## src/rtl/riscv_mem_pkg.sv

```systemverilog
// Shared definitions for the memory-stage load/store unit.
// Holds the funct3 access-size codes, the LSU FSM state encoding, the
// default bus-timeout depth, the bus request payload and size decode helpers.
package riscv_mem_pkg;

  localparam int unsigned MAX_WAIT_DEFAULT = 16;

  localparam logic [2:0] F3_B  = 3'b000;
  localparam logic [2:0] F3_H  = 3'b001;
  localparam logic [2:0] F3_W  = 3'b010;
  localparam logic [2:0] F3_BU = 3'b100;
  localparam logic [2:0] F3_HU = 3'b101;

  typedef enum logic [1:0] {
    ST_IDLE   = 2'd0,
    ST_ACCESS = 2'd1,
    ST_DONE   = 2'd2
  } lsu_state_e;

  typedef enum logic [1:0] {
    SZ_BYTE = 2'd0,
    SZ_HALF = 2'd1,
    SZ_WORD = 2'd2
  } acc_size_e;

  // Bus request payload captured when an access is issued.
  typedef struct packed {
    logic        we;
    logic [31:0] addr;
    logic [3:0]  be;
    logic [31:0] wdata;
  } bus_req_t;

  // Access size from funct3[1:0]; reserved encodings fall through to word.
  function automatic acc_size_e size_of(input logic [1:0] size_bits);
    acc_size_e sz;
    case (size_bits)
      2'b00:   sz = SZ_BYTE;
      2'b01:   sz = SZ_HALF;
      default: sz = SZ_WORD;
    endcase
    return sz;
  endfunction

  function automatic logic is_misaligned(input acc_size_e sz, input logic [1:0] addr_lo);
    logic mis;
    case (sz)
      SZ_HALF: mis = addr_lo[0];
      SZ_WORD: mis = (addr_lo != 2'b00);
      default: mis = 1'b0;
    endcase
    return mis;
  endfunction

endpackage

```

## src/rtl/load_formatter.sv

```systemverilog
// Load result formatter: selects the byte/halfword lane addressed by addr
// and sign- or zero-extends it according to funct3.
// Ports: rdata (bus word), addr (byte offset in word), funct3 (size/sign),
//        result (formatted 32-bit load value).
module load_formatter
  import riscv_mem_pkg::*;
(
  input  logic [31:0] rdata,
  input  logic [1:0]  addr,
  input  logic [2:0]  funct3,
  output logic [31:0] result
);

  logic [7:0]  w_byte;
  logic [15:0] w_half;

  always_comb begin
    w_byte = 8'h00;
    w_half = 16'h0000;
    result = rdata;

    case (addr)
      2'd0:    w_byte = rdata[7:0];
      2'd1:    w_byte = rdata[15:8];
      2'd2:    w_byte = rdata[23:16];
      default: w_byte = rdata[31:24];
    endcase
    w_half = addr[1] ? rdata[31:16] : rdata[15:0];

    case (funct3)
      F3_B:    result = {{24{w_byte[7]}}, w_byte};
      F3_H:    result = {{16{w_half[15]}}, w_half};
      F3_BU:   result = {24'h000000, w_byte};
      F3_HU:   result = {16'h0000, w_half};
      default: result = rdata;
    endcase
  end

endmodule

```

## src/rtl/mem_stage_lsu.sv

```systemverilog
// Memory-stage load/store unit: issues one bus access per load/store,
// stalls the pipeline until the bus answers (or times out), formats load
// data and flags misaligned accesses.
// Ports: clk/reset (sync, active-high); MemWriteM/MemReadM/Funct3M/
//        AluResultM/WriteDataM from EX/MEM; ReadDataM, StallM, MisalignM,
//        BusErrM to the pipeline; mem_req/mem_we/mem_addr/mem_wdata/mem_be
//        and mem_ready/mem_rdata on the bus side.
module mem_stage_lsu
  import riscv_mem_pkg::*;
#(
  parameter int unsigned MAX_WAIT = MAX_WAIT_DEFAULT
) (
  input  logic        clk,
  input  logic        reset,
  input  logic        MemWriteM,
  input  logic        MemReadM,
  input  logic [2:0]  Funct3M,
  input  logic [31:0] AluResultM,
  input  logic [31:0] WriteDataM,
  output logic [31:0] ReadDataM,
  output logic        StallM,
  output logic        MisalignM,
  output logic        BusErrM,
  output logic        mem_req,
  output logic        mem_we,
  output logic [31:0] mem_addr,
  output logic [31:0] mem_wdata,
  output logic [3:0]  mem_be,
  input  logic        mem_ready,
  input  logic [31:0] mem_rdata
);

  localparam int unsigned WAIT_W = (MAX_WAIT < 2) ? 1 : $clog2(MAX_WAIT);

  lsu_state_e        r_state;
  logic [WAIT_W-1:0] r_wait;
  logic [2:0]        r_funct3;
  logic [1:0]        r_addr_lo;
  logic              r_is_load;

  acc_size_e   w_size;
  logic        w_access;
  logic        w_misaligned;
  logic        w_timeout;
  bus_req_t    w_req;
  logic [31:0] w_fmt;

  // Decode the incoming request and build the lane-replicated bus payload.
  always_comb begin
    w_size       = size_of(Funct3M[1:0]);
    w_access     = MemWriteM | MemReadM;
    w_misaligned = is_misaligned(w_size, AluResultM[1:0]);
    w_req.we     = MemWriteM;
    w_req.addr   = {AluResultM[31:2], 2'b00};
    w_req.be     = 4'b0000;
    w_req.wdata  = 32'h0000_0000;
    if (MemWriteM) begin
      case (w_size)
        SZ_BYTE: begin
          w_req.be    = 4'b0001 << AluResultM[1:0];
          w_req.wdata = {4{WriteDataM[7:0]}};
        end
        SZ_HALF: begin
          w_req.be    = AluResultM[1] ? 4'b1100 : 4'b0011;
          w_req.wdata = {2{WriteDataM[15:0]}};
        end
        default: begin
          w_req.be    = 4'b1111;
          w_req.wdata = WriteDataM;
        end
      endcase
    end
  end

  // Stall starts in the issue cycle itself so the instruction stays in M.
  always_comb begin
    StallM    = 1'b0;
    MisalignM = 1'b0;
    if (!reset) begin
      StallM    = (r_state == ST_ACCESS) ||
                  ((r_state == ST_IDLE) && w_access && !w_misaligned);
      MisalignM = (r_state == ST_IDLE) && w_access && w_misaligned;
    end
  end

  assign w_timeout = (r_wait == WAIT_W'(MAX_WAIT - 1));

  load_formatter u_load_formatter (
    .rdata  (mem_rdata),
    .addr   (r_addr_lo),
    .funct3 (r_funct3),
    .result (w_fmt)
  );

  // Access FSM with registered bus and result outputs.
  always_ff @(posedge clk) begin
    if (reset) begin
      r_state   <= ST_IDLE;
      r_wait    <= '0;
      r_funct3  <= 3'b000;
      r_addr_lo <= 2'b00;
      r_is_load <= 1'b0;
      ReadDataM <= 32'h0000_0000;
      BusErrM   <= 1'b0;
      mem_req   <= 1'b0;
      mem_we    <= 1'b0;
      mem_addr  <= 32'h0000_0000;
      mem_wdata <= 32'h0000_0000;
      mem_be    <= 4'b0000;
    end else begin
      BusErrM <= 1'b0;
      case (r_state)
        ST_IDLE: begin
          if (w_access && !w_misaligned) begin
            mem_req   <= 1'b1;
            mem_we    <= w_req.we;
            mem_addr  <= w_req.addr;
            mem_be    <= w_req.be;
            mem_wdata <= w_req.wdata;
            r_funct3  <= Funct3M;
            r_addr_lo <= AluResultM[1:0];
            r_is_load <= !MemWriteM;
            r_wait    <= '0;
            r_state   <= ST_ACCESS;
          end
        end
        ST_ACCESS: begin
          if (mem_ready) begin
            mem_req <= 1'b0;
            mem_we  <= 1'b0;
            if (r_is_load) ReadDataM <= w_fmt;
            r_state <= ST_DONE;
          end else if (w_timeout) begin
            mem_req <= 1'b0;
            mem_we  <= 1'b0;
            BusErrM <= 1'b1;
            if (r_is_load) ReadDataM <= 32'h0000_0000;
            r_state <= ST_DONE;
          end else begin
            r_wait <= r_wait + WAIT_W'(1);
          end
        end
        ST_DONE: r_state <= ST_IDLE;
        default: r_state <= ST_IDLE;
      endcase
    end
  end

endmodule

```

## config.mk

```make
export PLATFORM = sky130hd
export DESIGN_NAME = mem_stage_lsu
export DESIGN_NICKNAME = d
export VERILOG_FILES = /design/src/rtl/riscv_mem_pkg.sv /design/src/rtl/load_formatter.sv /design/src/rtl/mem_stage_lsu.sv
export SDC_FILE = /design/constraint.sdc
export NUM_CORES = 1
export LEC_CHECK = 0
export BUFFER_PORTS_ARGS = -buffer_cell sky130_fd_sc_hd__buf_2
export CORE_MARGIN = 2
export CORE_UTILIZATION = 50
export CTS_BUF_LIST = sky130_fd_sc_hd__clkbuf_8
export CTS_CLUSTER_DIAMETER = 120
export CTS_CLUSTER_SIZE = 8
export DETAILED_ROUTE_END_ITERATION = 10
export PLACE_DENSITY = 0.84
export SLEW_MARGIN = 20
export SYNTH_ARGS = -nofsm -noshare
export SYNTH_HDL_FRONTEND = slang
export SYNTH_SLANG_ARGS = --single-unit
export TNS_END_PERCENT = 30
```

## constraint.sdc

```tcl
create_clock -name clk -period 3.4 [get_ports clk]
set_input_delay 0.17 -clock clk [delete_from_list [all_inputs] [get_ports clk]]
set_output_delay 0.17 -clock clk [all_outputs]
set_load 0.01 [all_outputs]
```

==> out/metrics.yaml, run 1 <==
timing:
  finalSetupViolCount: 0
  setup_tns_ns: 0
  finalCritPeriodShare: 0.704
  tightest_slew_ns: 1.03
  finalCriticalPeriod_ns: 2.39
  fmax_ghz: 0.418
  finalMaxSlewViolations: 0
  final_hold_viol_count: 0
  relSlewSlack: 0.312
  hold_ws_ns: 0.0152
  fin_worst_skew_ns: 0.0130
  rsz0062_at_grt: "no"
run:
  drv_cap: 0
final_layout:
  regArea_um2: 2260
  fill_cells: 664
  antenna_cells: 0
  multiInputGateArea_um2: 2340
  final_cell_mix: "206 x buf_2, 113 x dfxtp_1, 102 x nand2_1, 55 x dlygate4sd3_1, 46 x a21oi_1"
  final_layout_size_suffix_gt1_frac: 0.337
  area_growth_pct: 42.7
  layout.nets: 893
  layout_commonest_cell: "buf_2"
detailed_routing:
  route.met2.wl_mm: 7.24
  antenna_left: 0
  drt-pass1-iter-count: 6
  drc: 0
  dr_total_vias: 5044
  dr.max_layer_used: "met4"
  vias_per_cell: 5.42
  routedWlPerCell_um: 15.8
  drt-met1-wl_mm: 6.05
  dr.first_iter.drc_count: 227
  wl_met3_mm: 1.09
  wirelength_mm: 14.7
cts:
  ctsResizeCount: 0
  clkTransAtPathRegs_ns: 0.07
  cts_tree: "yes"
  clock_latency_ns: 0.42
  cts-root-buf: "clkbuf_8"
  cts.sinks: 113
  numCtsBuffers: 17
  clockBufferDepth: 2
  htree_num_levels: 4
grt:
  grt_pass1_vias: 4672
  overflow: 0
  grt_use_total: 0.274
  antenna_found_initial: 0
  grt_max_degree: 33
  grt_pass1_wl_mm: 22.4
logic_synthesis:
  yosys_warnings: 0
  yosysTopAreaCellShare: 0.472
  synth_area_leaders: "dfxtp_1 47%, nand2_1 8.0%, a21oi_1 4.8%"
  yosysSeqAreaShare: 0.472
  ys.flop_type: "dfxtp_1"
  synth_cell_types: 55
  synthesis.area_um2: 4790
  ys_seq_elements: 113
  synth_edf_count: 0
  ys_async_sr_fraction: 0
  netlist_instances: 544
  synth_top_cell_by_area: "dfxtp_1"
  synth.avg_cell_area_um2: 8.81
power_and_ir_drop:
  ir_worst_vdd_mv: 0.315
  p_leak_uw: 0.00311
  power.density_nw_per_um2: 478
worst_setup_path:
  crit_path_max_fanout: 25
  cp.arrival_ns: 2.75
  reg2reg_slack_ns: 1.01
  end_kind: "register"
  start_kind: "register"
  required_ns: 3.76
  critPathKind: "register to register"
placement:
  place.gp.congestion: 0.894
  numPortBuffers: 206
  dp.final_hpwl_mm: 9.67
floorplanning:
  fp.dieH_um: 102
  fp-row-count: 35
  die-area_um2: 10400
  coreArea_um2: 9280
  io_pins: 209
  die_w_um: 102
  start_util: 0.516
min_path:
  min-delay-path-class: "input pin to register"
run_status:
  status: "complete, no violations"
-- where the power goes --
group,internal [uW],switching [uW]
clock network,764,573
registers,1390,51.7
logic,223,267
-- synthesized netlist by cell type, types with 10 or more instances --
library cell,number
clkbuf_1,23
dfxtp_1,113
o21ai_0,27
a221o_2,10
a221o_1,12
buf_2,14
mux2i_1,10
nand2b_1,17
a21oi_1,46
a211oi_1,10
nand2_1,102
nor2b_1,16
nor2_1,22
a22o_1,26
-- final cells by class --
type,count,area share
clock inverter,13,0.0236
tap,129,0.0236
inverter,5,0.00274
sequential,113,0.331
clock buffer,19,0.0382
multi-input combinational,383,0.342
timing repair buffer,268,0.239
-- worst max-delay path: stages, from the launching register on --
cell	delay, ns
dfxtp_1	0.79
nor4bb_1	0.34
a211oi_1	0.13
a2111oi_4	0.86
a221o_2	0.22
-- flip-flops by register name, indices dropped and copies added (netlist names) --
signal	flops
r_state	2
r_funct3	3
r_is_load	1
r_wait	4
mem_addr	30
r_addr_lo	2
mem_we	1
BusErrM	1
mem_req	1
ReadDataM	32
mem_wdata	32
mem_be	4
-- final timing paths --
check | startpoint | endpoint | cells after the start
setup / recovery | r_addr_lo[1] | ReadDataM[16] | 4
hold / removal | WriteDataM[7] | mem_wdata[7] | 2
setup reg to reg | r_addr_lo[1] | ReadDataM[16] | 4
hold reg to reg | mem_addr[29] | mem_addr[29] | 2
-- per-stage QoR --
stage                     power, uW  instances   util  cell area, um^2  worst slack (ns)
final                          3270        930  0.737             6840              1.01
after global placement         1890        843  0.632             5870              1.18
after detailed placement       1900        843  0.632             5870              1.06
after global routing           3390        930  0.737             6840             0.781
after floorplan                1710        545      -             4800              1.61
after CTS                      3270        930  0.737             6840              1.06
-- layer usage --
layer,vias up,GRT usage
li1,2427,-
met5,-,0
met3,32,0.0725
met4,0,0.108
met2,250,0.468
met1,2335,0.329
-- cell families after synthesis --
kind of cell             after synthesis  synth area share
adder cells (fa/ha/maj)                1           0.00261
XOR/XNOR                               3           0.00548
AND/OR/NAND/NOR                      201             0.201
other                                  1          0.000782
buffers and inverters                 49            0.0451
flip-flops                           113             0.472
multiplexers                          13            0.0279
AO/OA/AOI/OAI                        163             0.245
-- timing repair --
item / 4_1_cts / 5_1_grt
setup endpoints to repair: 0 / 0
hold buffers: 55 / 0
endpoints found under the hold margin: 55 / 0
buffers inserted: 0 / 0
(Power assumes the default switching activity.)
==> run 2: changes to the inputs <==
CORE_UTILIZATION = 44   (was 50)
PLACE_DENSITY = 0.78   (was 0.84)
clock period = 2.17 ns   (was 3.4 ns; I/O delays follow)
==> run 2 against run 1 <==
Utilization fell by 5.5 points; maximum frequency rose by 19%; sequential share of layout area fell by 2.2 points; largest cell class unchanged; global-route usage fell by 1.0 points; first-iteration DRC count rose by 63%; largest power group is now clock.
==> out/metrics.yaml, run 2 (same netlist as run 1, synthesis figures left out) <==
grt:
  antenna_found_initial: 0
  grt_max_degree: 33
  grt_pass1_wl_mm: 24.3
  grt_use_total: 0.263
  overflow: 0
  grt_pass1_vias: 4950
final_layout:
  reg_top3: "ReadDataM: 32 flops, mem_wdata: 32 flops, mem_addr: 30 flops"
  area_growth_pct: 52.8
  final_cells: 984
  regArea_um2: 2260
  layout.nets: 936
  layout_commonest_cell: "buf_2"
  antenna_cells: 0
  final_cell_mix: "206 x buf_2, 113 x dfxtp_1, 102 x nand2_1, 89 x dlygate4sd3_1, 46 x a21oi_1"
  final_layout_size_suffix_gt1_frac: 0.329
  multiInputGateArea_um2: 2340
  fill_cells: 831
worst_setup_path:
  rr_startpoint: "r_state[1]"
  crit_path_max_fanout: 6
  worstSetupStartpoint: "r_state[1]"
  required_ns: 2.53
  start_kind: "register"
  cp.arrival_ns: 2.37
  path_cells: "nand2b_4 -> or3_4 -> a211oi_1 -> a221o_1"
  critPathSlowestCell: "a211oi_1"
  path_buf_inv: 0
  end_kind: "register"
  critPathMaxStageDelay_ns: 0.73
  critical_path.top_delay_family: "compound AO/OA/AOI/OAI gates"
  r2r_cells: 4
  cp.depth: 4
  critPathKind: "register to register"
timing:
  tightest_slew_ns: 0.856
  setup_tns_ns: 0
  rsz0062_at_grt: "no"
  finalCriticalPeriod_ns: 2.01
  relSlewSlack: 0.426
  finalCritPeriodShare: 0.926
  final_hold_viol_count: 0
  fin_worst_skew_ns: 0.00980
  finalSetupViolCount: 0
  finalMaxSlewViolations: 0
  fmax_ghz: 0.498
detailed_routing:
  vias_per_cell: 5.35
  routedWlPerCell_um: 16.4
  dr.first_iter.drc_count: 370
  dr_total_vias: 5261
  wirelength_mm: 16.1
  drc: 0
  drt-pass1-iter-count: 5
  antenna_left: 0
floorplanning:
  start_util: 0.446
  fp-row-count: 38
  io_pins: 209
  die_w_um: 108
  coreArea_um2: 10700
  die-area_um2: 11700
  fp.dieH_um: 108
min_path:
  min-delay-path-class: "input pin to register"
  worstHoldStart: "mem_rdata[4]"
  whs_path_depth: 3
cts:
  clkTransAtPathRegs_ns: 0.07
  htree_num_levels: 4
  cts.sinks: 113
  clockBufferDepth: 2
  clock_latency_ns: 0.42
  numCtsBuffers: 17
  hold_buffers: 89
  cts_tree: "yes"
  cts-root-buf: "clkbuf_8"
  ctsResizeCount: 0
  post_cts_buffers: 0
placement:
  numPortBuffers: 206
  place.gp.congestion: 0.863
  dp_cells: 863
  dp.final_hpwl_mm: 10.2
power_and_ir_drop:
  share_comb_of_total_power: 0.159
  intPower_uw: 3980
  power.density_nw_per_um2: 736
  seqPwrFrac: 0.417
  swShare: 0.262
  clkPwrFrac: 0.424
  switchingPower_uw: 1410
  ir_worst_vdd_mv: 0.490
  p_leak_uw: 0.00332
run_status:
  status: "complete, no violations"
run:
  drv_cap: 0
-- run 2: routing by layer --
layer | vias to the layer above | share of wire | GRT usage | wire [um]
met4 | 0 | 0.033 | 0.124 | 537
met3 | 43 | 0.070 | 0.0645 | 1120
met2 | 251 | 0.50 | 0.450 | 8010
met5 | - | 0 | 0 | 0
met1 | 2454 | 0.40 | 0.311 | 6430
li1 | 2513 | - | - | -
-- run 2: worst register-to-register path, stage by stage, from the launching register on --
cell,delay [ns]
dfxtp_1,0.35
nand2b_4,0.18
or3_4,0.42
a211oi_1,0.73
a221o_1,0.27
-- run 2: final cells by class --
cell class / instances / area share
clock buffers: 18 / 0.0338
clock inverters: 14 / 0.0292
inverters: 5 / 0.00256
multi-input cells: 383 / 0.319
flip-flops and latches: 113 / 0.309
well taps: 140 / 0.0239
repair buffers: 311 / 0.282
-- run 2: path summary, 6_finish.rpt --
kind             endpoint  slack (ns)
max          ReadDataM[8]        0.16
min          ReadDataM[4]        0.02
max reg2reg  ReadDataM[8]        0.16
min reg2reg     mem_be[2]        0.45
-- run 2: power groups by stage --
stage / registers, uW / clock network [uW] / logic (uW)
finish: 2250 / 2290 / 856
global route: 2260 / 2440 / 928
CTS: 2250 / 2320 / 838
detailed placement: 2290 / 0 / 710
global placement: 2290 / 0 / 693
floorplan: 2320 / 0 / 363
-- run 2: stage by stage --
stage	hold WS, ns	cell area [um^2]	util	setup WS, ns	total power [uW]
after CTS	0.00144	7320	0.682	0.160	5410
after floorplan	0.186	4800	-	0.383	2690
after global placement	0.349	5970	0.556	0.251	2980
final	0.0152	7320	0.682	0.160	5390
after detailed placement	0.352	5970	0.556	0.184	3000
after global routing	0.0129	7320	0.682	0.0863	5630
==> run 3: changes to the inputs <==
MAX_ROUTING_LAYER = met4   (was default)
==> run 3 against run 2 <==
Via count increased by 0.61%; first-iteration DRC count increased by 10%; sequential share of layout area increased by 0.085 points; cell area decreased by 0.27%.
==> out/metrics.yaml, run 3 (same netlist as run 1, synthesis figures left out) <==
floorplanning:
  die_w_um: 108
  fp.dieH_um: 108
  coreArea_um2: 10700
  fp-row-count: 38
  start_util: 0.446
  io_pins: 209
  die-area_um2: 11700
final_layout:
  post-route-util: 0.680
  regArea_um2: 2260
  finalInstanceArea_um2: 7300
  multiInputGateArea_um2: 2340
  reg_top3: "ReadDataM: 32 flops, mem_wdata: 32 flops, mem_addr: 30 flops"
  final_cell_mix: "206 x buf_2, 113 x dfxtp_1, 102 x nand2_1, 95 x dlygate4sd3_1, 46 x a21oi_1"
  layout.nets: 942
  fill_cells: 824
  layout_commonest_cell: "buf_2"
  final_layout_size_suffix_gt1_frac: 0.328
  area_growth_pct: 52.3
cts:
  cts.sinks: 113
  cts_tree: "yes"
  cts-root-buf: "clkbuf_8"
  clock_latency_ns: 0.43
  ctsResizeCount: 0
  clkTransAtPathRegs_ns: 0.07
  numCtsBuffers: 17
  clockBufferDepth: 2
  htree_num_levels: 4
placement:
  numPortBuffers: 206
  dpl_cell_area_um2: 5970
  place.gp.congestion: 0.872
  dp.final_hpwl_mm: 10.0
timing:
  setup_tns_ns: 0
  finalCriticalPeriod_ns: 1.99
  final_hold_viol_count: 0
  fmax_ghz: 0.502
  finalCritPeriodShare: 0.919
  relSlewSlack: 0.434
  finalSetupViolCount: 0
  tightest_slew_ns: 0.844
  rsz0062_at_grt: "no"
  fin_worst_skew_ns: 0.00769
  finalMaxSlewViolations: 0
grt:
  grt_max_degree: 33
  grt_pass1_wl_mm: 25.1
  overflow: 0
  grt_use_total: 0.280
  grt_pass1_vias: 5215
  antenna_found_initial: 1
detailed_routing:
  drt-pass1-iter-count: 5
  dr_total_vias: 5293
  wirelength_mm: 16.2
  routedWlPerCell_um: 16.4
  drc: 0
  vias_per_cell: 5.34
  antenna_left: 0
  dr.first_iter.drc_count: 407
run_status:
  status: "complete, no violations"
power_and_ir_drop:
  ir_worst_vdd_mv: 0.532
  power.density_nw_per_um2: 687
  p_leak_uw: 0.00330
worst_setup_path:
  crit_path_max_fanout: 15
  critPathKind: "input pin to output port"
  end_kind: "output port"
  required_ns: 2.06
  cp.arrival_ns: 1.89
  start_kind: "input pin"
run:
  drv_cap: 0
min_path:
  min-delay-path-class: "input pin to register"
run 3: cell types whose count changed in the layout (fill, tap and decap cells not counted), sizes merged:
cell,delta
dlygate4sd3,+6
bufinv,-4
inv,+3
clkinvlp,+2
clkinv,-1
diode,+1
run 3: worst max-delay path: stages:
cell and delay [ns]:
dlygate4sd3_1 0.52, buf_2 0.18, nor2_2 0.35, o221ai_4 0.29, a21oi_1 0.26, buf_2 0.17
run 3: area by class of cell:
cell class | count | area share
multi-input cells | 383 | 0.320
diodes | 1 | 0.000343
well taps | 140 | 0.0240
flip-flops and latches | 113 | 0.310
inverters | 5 | 0.00257
clock inverters | 14 | 0.0180
clock buffers | 18 | 0.0339
repair buffers | 317 | 0.291
run 3: per-stage QoR:
stage	std cells	setup slack, ns	power [uW]	hold slack [ns]
floorplan	545	0.383	2690	0.186
global placement	863	0.251	2980	0.348
detailed placement	863	0.212	3000	0.353
CTS	990	0.154	5020	0.00472
global route	991	0.0261	5240	0.0213
finish	991	0.176	5020	0.0228
run 3: worst paths after layout:
check	start	to	slack, ns	depth (start not counted)
max	Funct3M[1]	StallM	0.18	6
min	mem_rdata[6]	ReadDataM[6]	0.02	3
max reg2reg	r_state[0]	ReadDataM[13]	0.19	4
min reg2reg	mem_addr[3]	mem_addr[3]	0.45	2
run 3: where the power goes:
group          internal [uW]  switching (uW)  total, uW
Sequential              2180            69.3       2250
Clock                    948             963       1910
Combinational            413             451        864
run 3: metal layers:
metal | vias to the layer above | share of wire | wire (um) | global-route usage
met5 | - | 0 | 0 | -
met4 | 0 | 0.026 | 422 | 0.130
met3 | 38 | 0.062 | 1010 | 0.0567
met2 | 239 | 0.50 | 8140 | 0.467
met1 | 2490 | 0.41 | 6650 | 0.326
li1 | 2526 | - | - | -
run 3: repair_timing:
action	in CTS	in global routing
hold endpoints to repair	96	0
buffers inserted	0	0
hold buffers	95	0
